`config.mk`:
```
export PLATFORM = sky130hd
export DESIGN_NAME = scr1_imem_arb
export DESIGN_NICKNAME = d
export VERILOG_FILES = /design/src/rtl/scr1_memif_pkg.sv /design/src/rtl/scr1_imem_arb_idfifo.sv /design/src/rtl/scr1_imem_arb.sv
export SDC_FILE = /design/constraint.sdc
export NUM_CORES = 1
export LEC_CHECK = 0
export CAP_MARGIN = 15
export CORE_AREA = 5 5 78 80
export DETAILED_ROUTE_END_ITERATION = 12
export DIE_AREA = 0 0 83 85
export DONT_BUFFER_PORTS = 1
export GPL_ROUTABILITY_DRIVEN = 0
export GPL_TIMING_DRIVEN = 1
export PLACE_DENSITY = 0.49
export SLEW_MARGIN = 40
export SYNTH_ARGS = -nofsm -noshare
export SYNTH_HDL_FRONTEND = slang
export SYNTH_SLANG_ARGS = --single-unit
```
`constraint.sdc`:
```
create_clock -name clk -period 3.8 [get_ports clk]
set_input_delay 0.57 -clock clk [delete_from_list [all_inputs] [get_ports clk]]
set_output_delay 0.57 -clock clk [all_outputs]
set_load 0.02 [all_outputs]
```
`src/rtl/scr1_memif_pkg.sv`:
```
// scr1_memif_pkg: memory-interface response encoding plus imem arbiter state/ID types
package scr1_memif_pkg;
  typedef enum logic [1:0] {
    SCR1_MEM_RESP_NOTRDY = 2'b00,
    SCR1_MEM_RESP_RDY_OK = 2'b01,
    SCR1_MEM_RESP_RDY_ER = 2'b10
  } type_scr1_mem_resp_e;
  typedef enum logic {
    ARB_FREE = 1'b0,
    ARB_HOLD = 1'b1
  } type_scr1_imem_arb_state_e;
  localparam int SCR1_IMEM_ARB_ID_W = 1;
  typedef logic [SCR1_IMEM_ARB_ID_W-1:0] type_scr1_imem_arb_id_t;
endpackage

```
`src/rtl/scr1_imem_arb_idfifo.sv`:
```
// scr1_imem_arb_idfifo: in-order FIFO of originator port IDs for outstanding imem requests
// Ports: push/push_id enqueue, pop dequeues head_id; full, empty and cnt report occupancy.
module scr1_imem_arb_idfifo
  import scr1_memif_pkg::*;
#(
  parameter int DEPTH = 2,
  localparam int CW = $clog2(DEPTH + 1)
) (
  input  logic                   clk,
  input  logic                   rst,
  input  logic                   push,
  input  type_scr1_imem_arb_id_t push_id,
  input  logic                   pop,
  output type_scr1_imem_arb_id_t head_id,
  output logic                   full,
  output logic                   empty,
  output logic [CW-1:0]          cnt
);
  localparam int PW = (DEPTH > 1) ? $clog2(DEPTH) : 1;
  type_scr1_imem_arb_id_t [DEPTH-1:0] mem_q, mem_d;
  logic [PW-1:0] wr_ptr_q, wr_ptr_d, rd_ptr_q, rd_ptr_d;
  logic [CW-1:0] cnt_q, cnt_d;
  logic          do_push, do_pop;
  function automatic logic [PW-1:0] inc(input logic [PW-1:0] p);
    return (p == PW'(DEPTH - 1)) ? '0 : p + 1'b1;
  endfunction
  always_comb begin
    full     = cnt_q == CW'(DEPTH);
    empty    = cnt_q == '0;
    do_push  = push & ~full;
    do_pop   = pop & ~empty;
    mem_d    = mem_q;
    if (do_push) mem_d[wr_ptr_q] = push_id;
    wr_ptr_d = do_push ? inc(wr_ptr_q) : wr_ptr_q;
    rd_ptr_d = do_pop ? inc(rd_ptr_q) : rd_ptr_q;
    cnt_d    = cnt_q + CW'(do_push) - CW'(do_pop);
    head_id  = mem_q[rd_ptr_q];
    cnt      = cnt_q;
  end
  always_ff @(posedge clk or posedge rst) begin
    if (rst) begin
      mem_q    <= '0;
      wr_ptr_q <= '0;
      rd_ptr_q <= '0;
      cnt_q    <= '0;
    end else begin
      mem_q    <= mem_d;
      wr_ptr_q <= wr_ptr_d;
      rd_ptr_q <= rd_ptr_d;
      cnt_q    <= cnt_d;
    end
  end
endmodule

```
`src/rtl/scr1_imem_arb.sv`:
```
// scr1_imem_arb: two-master arbiter onto the single SCR1 imem port with in-order response routing
// Ports: m0_*/m1_* master request/ack/response, s_* downstream imem port, outst_cnt outstanding count.
// Macro SCR1_IMEM_ARB_RR_EN selects round-robin arbitration; undefined gives fixed port-0 priority.
module scr1_imem_arb
  import scr1_memif_pkg::*;
#(
  parameter int OUTST_DEPTH = 2,
  parameter int AW = 32,
  parameter int DW = 32,
  localparam int CW = $clog2(OUTST_DEPTH + 1)
) (
  input  logic          clk,
  input  logic          rst,
  input  logic          m0_req,
  input  logic [AW-1:0] m0_addr,
  output logic          m0_req_ack,
  output logic [DW-1:0] m0_rdata,
  output logic [1:0]    m0_resp,
  input  logic          m1_req,
  input  logic [AW-1:0] m1_addr,
  output logic          m1_req_ack,
  output logic [DW-1:0] m1_rdata,
  output logic [1:0]    m1_resp,
  output logic          s_req,
  output logic [AW-1:0] s_addr,
  input  logic          s_req_ack,
  input  logic [DW-1:0] s_rdata,
  input  logic [1:0]    s_resp,
  output logic [CW-1:0] outst_cnt
);
  type_scr1_imem_arb_state_e state_q, state_d;
  type_scr1_imem_arb_id_t    held_id_q, held_id_d, win_id, sel_id, head_id;
  logic                      sel_req, full, empty, accept, pop;
`ifdef SCR1_IMEM_ARB_RR_EN
  type_scr1_imem_arb_id_t rr_q, rr_d;
  always_comb begin
    win_id = (m0_req & m1_req) ? rr_q : m1_req;
    rr_d   = accept ? ~sel_id : rr_q;
  end
  always_ff @(posedge clk or posedge rst) begin
    if (rst) rr_q <= '0;
    else     rr_q <= rr_d;
  end
`else
  always_comb begin
    win_id = ~m0_req & m1_req;
  end
`endif
  // Outputs are forced to idle while rst is high since the path is combinational.
  always_comb begin
    sel_id     = (state_q == ARB_HOLD) ? held_id_q : win_id;
    sel_req    = sel_id[0] ? m1_req : m0_req;
    s_req      = sel_req & ~full & ~rst;
    s_addr     = rst ? '0 : (sel_id[0] ? m1_addr : m0_addr);
    accept     = s_req & s_req_ack;
    m0_req_ack = accept & ~sel_id[0];
    m1_req_ack = accept & sel_id[0];
    pop        = ~rst & ~empty & (s_resp != SCR1_MEM_RESP_NOTRDY);
    m0_resp    = (pop & ~head_id[0]) ? s_resp : SCR1_MEM_RESP_NOTRDY;
    m1_resp    = (pop & head_id[0]) ? s_resp : SCR1_MEM_RESP_NOTRDY;
    m0_rdata   = (pop & ~head_id[0]) ? s_rdata : '0;
    m1_rdata   = (pop & head_id[0]) ? s_rdata : '0;
    state_d    = (state_q == ARB_FREE) ? ((s_req & ~s_req_ack) ? ARB_HOLD : ARB_FREE)
                                       : ((accept | ~sel_req) ? ARB_FREE : ARB_HOLD);
    held_id_d  = (state_q == ARB_FREE) ? win_id : held_id_q;
  end
  always_ff @(posedge clk or posedge rst) begin
    if (rst) begin
      state_q   <= ARB_FREE;
      held_id_q <= '0;
    end else begin
      state_q   <= state_d;
      held_id_q <= held_id_d;
    end
  end
  scr1_imem_arb_idfifo #(.DEPTH(OUTST_DEPTH)) i_idfifo (
    .clk     (clk),
    .rst     (rst),
    .push    (accept),
    .push_id (sel_id),
    .pop     (pop),
    .head_id (head_id),
    .full    (full),
    .empty   (empty),
    .cnt     (outst_cnt)
  );
endmodule

```
# Yosys cells after proc, flatten, opt, wreduce, memory -nomap -nowiden

Cells that the tools add are included.

Reductions and logical operators: 3
Eq/ne operators: 1
$lt $le $gt $ge: 3
Add/sub/neg operators: 4
Bitwise gates (word level): 22
Multiplexer cells: 18

Operator list:

| kind                | count |
|---|---|
| $mux 32             | 4 |
| $and 1x1->1         | 13 |
| $mux 1              | 10 |
| $not 1->1           | 8 |
| $lt 1x2->1 const B  | 2 |
| $mux 2              | 2 |
| $add 1x1->1 const B | 2 |
| $add 2x1->2         | 1 |
| $bwmux 2            | 1 |
| $eq 2x2->1 const B  | 1 |
| $logic_not 2->1     | 1 |
| $reduce_bool 2->1   | 1 |
| $sub 2x1->2         | 1 |
| $demux 1 s1         | 1 |
| $ge 1x1->1 const B  | 1 |
| $logic_and 1x1->1   | 1 |
| $or 1x1->1          | 1 |

Bits in registers: 8
Output and inout bits: 105
Word-level logic and storage cells: 58

# Longest topological paths before layout

Depth in word-level cells: 10
Gate-level depth with buffers: 7
Gate-level depth less buffers: 6

# By module

From an unflattened synthesis, not the netlist that was laid out.

Cell total of the unflattened synthesis: 229
Area, all modules: 1,657.8 µm²

By module, submodules not included:

| module               | instances | area an instance (µm²) | cells each |
|---|---|---|---|
| scr1_imem_arb        | 1         | 1,365.1                | 205 |
| scr1_imem_arb_idfifo | 1         | 292.8                  | 24 |

# Worst setup path after synthesis

No wires, ideal clock.

Kind: input -> output
Start: in rst
End: out m0_req_ack
Arrival: 1,725 ps
Buffers on the path: 2
Stages on the path: 5
Setup slack: 1,505 ps
Cells stage by stage: buf_6 or3b_1 buf_2 or2_4 nor2_1

Cells in the longest elaborated chain, start to end: 4

Ends and longest elaborated chain:

| item            | RTL line            | source |
|---|---|---|
| start, declared | scr1_imem_arb.sv:13 | `input logic rst,` |
| $not 1->1       | scr1_imem_arb.sv:53 | `s_req = sel_req & ~full & ~rst;` |
| $and 1x1->1     | scr1_imem_arb.sv:53 |  |
| $and 1x1->1     | scr1_imem_arb.sv:55 | `accept = s_req & s_req_ack;` |
| $and 1x1->1     | scr1_imem_arb.sv:56 | `m0_req_ack = accept & ~sel_id[0];` |
| end, declared   | scr1_imem_arb.sv:16 | `output logic m0_req_ack,` |

No other way between the ends.

# Worst setup path in the final report

Start: reg state_q
End: out m0_req_ack

Cells in the longest elaborated chain, start to end: 6

Ends and longest elaborated chain:

| item                      | RTL line            | source |
|---|---|---|
| start, declared           | scr1_imem_arb.sv:31 | `type_scr1_imem_arb_state_e state_q, state_d;` |
| start signal, assigned    | scr1_imem_arb.sv:72 | `state_q <= state_d;` |
| $mux 1 (*)                | --                  |  |
| $mux 1                    | scr1_imem_arb.sv:52 | `sel_req = sel_id[0] ? m1_req : m0_req;` |
| $and 1x1->1 (2 in series) | scr1_imem_arb.sv:53 |  |
| $and 1x1->1               | scr1_imem_arb.sv:55 |  |
| $and 1x1->1 (*)           | scr1_imem_arb.sv:56 |  |

Every way passes the cells marked *; elsewhere a longest branch is shown, timed or not.

==> metrics <==
Num CTS Buffers=3; Net Sw Frac=around three fifths; Synth Register Bits=8; vias in the first global route=approximately 1.6k; Port Buffers=0; worst reg-to-reg path cell count=6; CP cell instances=a22oi_2, inv_2, nor2_1; Post-CTS Setup Bufs=0; Peak supply drop=237 µV; Synth cell types=26; relative slew slack=~56%; Reg power frac=19.0%; Avg Inst Size Synth=approximately 6.0 µm²; Final Hold Fails=0; crit-path leading delay family=compound AO/OA/AOI/OAI gates; CP Capture Type=primary output; ANT nets after route=0; # hold bufs at CTS=0; Synth Instances=around 230; Clk pwr share=about 10%; largest net degree at the start of global routing=38; Die Area=approximately 7000 µm²; global-route wire length before repair=just over 8 mm; Post-synth EDFFs=0; syn_nets=roughly 330; setup TNS=0 ns; layout cells sized above 1=under 10%; die height=around 85 µm; crit path buf inv count=1; commonest non-fill, non-tap cell in the layout=nand2_1; met3 Resource Use GR=about 4.9%; Chip Width=about 83 µm; drt drc=0; CP max stage delay=0.61 ns; most frequent cells in the layout=nand2_1, and2_1, and3_1; antenna violations before repair=0; Num Clock Sinks=8; Worst-Margin Slew=~0.67 ns; Core ar.=~5300 µm²; Setup Skew=~0.0016 ns; Fin Hold WS=roughly 0.19 ns; grt met1 use=around 15%; Critical Path AT=roughly 2.1 ns; Crit path depth=3; Seq/Total Area, Yosys=between 10 and 15%; hold crit path type=in2async; post-DR wirelength/cell=between 15 and 20 µm; P_int=about 0.37 mW; Power Dens Cells=around 670 nW/µm²; Core Rows=27; Worst-Skew Late Latency=roughly 0.22 ns; Static Leak=0.709 nW; P_sw=0.580 mW; Post-synth top flop=dfrtp_1; final max-slew violation count=0; Post-synth ARST share=between 90% and 100%; CP max stage cell=a22oi_2; CP Max Fanout=34; type of origin of the critical path=flip-flop; RSZ-0062 raised after global routing=false; grt peak-use layer=met2; CP required=3.23 ns; antenna fix cells=0; R2R setup slack=between 1.5 and 2 ns; GR Util All Layers=about 14%; htree depth=1; Power, Total=around 0.95 mW; final WL=5.44 mm; GR Util met2=about a quarter; Layout area overhead=4.70%; CTS tree=done; DR pass1 iterations=4; DRT iter0 DRCs=38; Clock transition at path regs=approximately 0.04 ns; # Max-Cap Violations=0; I/O pin cnt=around 210; fillers=between 500 and 600; Worst Slack Setup Final=around 1.1 ns; Root Buffer=clkbuf_8; nets@finish=about 320; Setup-failing EPs final=0; yosys warns=0; Comb power frac=70.7%; vias=roughly 1.5k; Initial Util=approximately 25%; dpl hpwl=between 4 and 5 mm; period utilization=a little over two thirds; Via density=5.34; Clock Path Buffers=2; total gr overflow=0; Mapped Area=1360 µm²; CP Class=reg2out; DP Worst Slack=between 1 and 1.5 ns; Final min period=between 2 and 3 ns; status=complete, no violations; post-cts repair resize count=0; fmax=374 MHz
-- power groups by stage --
stage	logic [mW]	clock network (mW)	registers, mW
after global placement	0.674	0	0.183
after CTS	0.680	0.0999	0.182
final	0.674	0.0983	0.182
after global routing	0.742	0.105	0.188
after floorplan	0.609	0	0.170
after detailed placement	0.679	0	0.182
-- kinds of logic (layout without fill, tap and decap cells) --
kind of cell | after synthesis | in the layout | share of synthesized area, %
simple gates | 148 | 148 | 56.2
compound gates | 40 | 40 | 16.5
buf+inv | 25 | 10 | 7.73
flops | 8 | 8 | 14.7
xor+xnor | 5 | 5 | 3.22
fa+ha+maj | 1 | 1 | 0.921
mux | 1 | 1 | 0.737
-- state kept, by name (all words and copies together) (netlist names) --
signal and count:
i_idfifo.rd_ptr_q 1, held_id_q 1, i_idfifo.cnt 2, i_idfifo.wr_ptr_q 1, i_idfifo.mem_q 2, state_q 1
-- path summary, 6_finish.rpt --
kind                              startpoint           endpoint
max                                  state_q         m0_req_ack
min                                      rst            state_q
max reg2reg                  i_idfifo.cnt[0]    i_idfifo.cnt[1]
min reg2reg                i_idfifo.wr_ptr_q  i_idfifo.mem_q[0]
max in group asynchronous                rst  i_idfifo.rd_ptr_q
min in group clk           i_idfifo.wr_ptr_q  i_idfifo.mem_q[0]
-- layout make-up --
type,instances,area [µm²],share of cell area (%)
well taps,72,90.1,6.33
inverters,5,18.8,1.32
repair buffers,2,15.0,1.06
flip-flops and latches,8,200,14.1
clock buffers,3,41.3,2.90
multi-input cells,195,1060,74.3
-- worst reg2reg max path: cells and delay by family (launching register included) --
kind	cells	cell delay (ns)
fa+ha+maj	1	0.33
flops	1	0.52
buf+inv	1	0.32
simple gates	3	0.73
xor+xnor	1	0.10
-- cells in the mapped netlist (2+ instances only) --
master | instances | area [µm²]
nor3_1 | 2 | 10.0
and2_1 | 34 | 213
nand2_1 | 64 | 240
dfrtp_1 | 8 | 200
inv_2 | 2 | 7.51
xnor2_1 | 5 | 43.8
and3_1 | 34 | 213
o31ai_1 | 4 | 30.0
nor2_1 | 9 | 33.8
inv_1 | 3 | 11.3
buf_2 | 2 | 10.0
clkbuf_1 | 16 | 60.1
a21oi_1 | 32 | 160
-- through the flow --
stage               util (%)  std cells  cell area, µm²
finish                  26.7        285            1420
global route            26.7        285            1420
CTS                     26.7        285            1420
detailed placement      25.9        282            1380
global placement        25.9        282            1380
floorplan                  -        228            1360
-- routing by layer --
| metal | routed length, µm | part of all wire (%) | vias up |
|---|---|---|---|
| met3 | 726 | 13 | 11 |
| met1 | 1890 | 35 | 656 |
| met2 | 2670 | 49 | 135 |
| met5 | 0 | 0 | - |
| li1 | - | - | 720 |
| met4 | 159 | 2.9 | 0 |
Power figures use the tool's default switching activity.
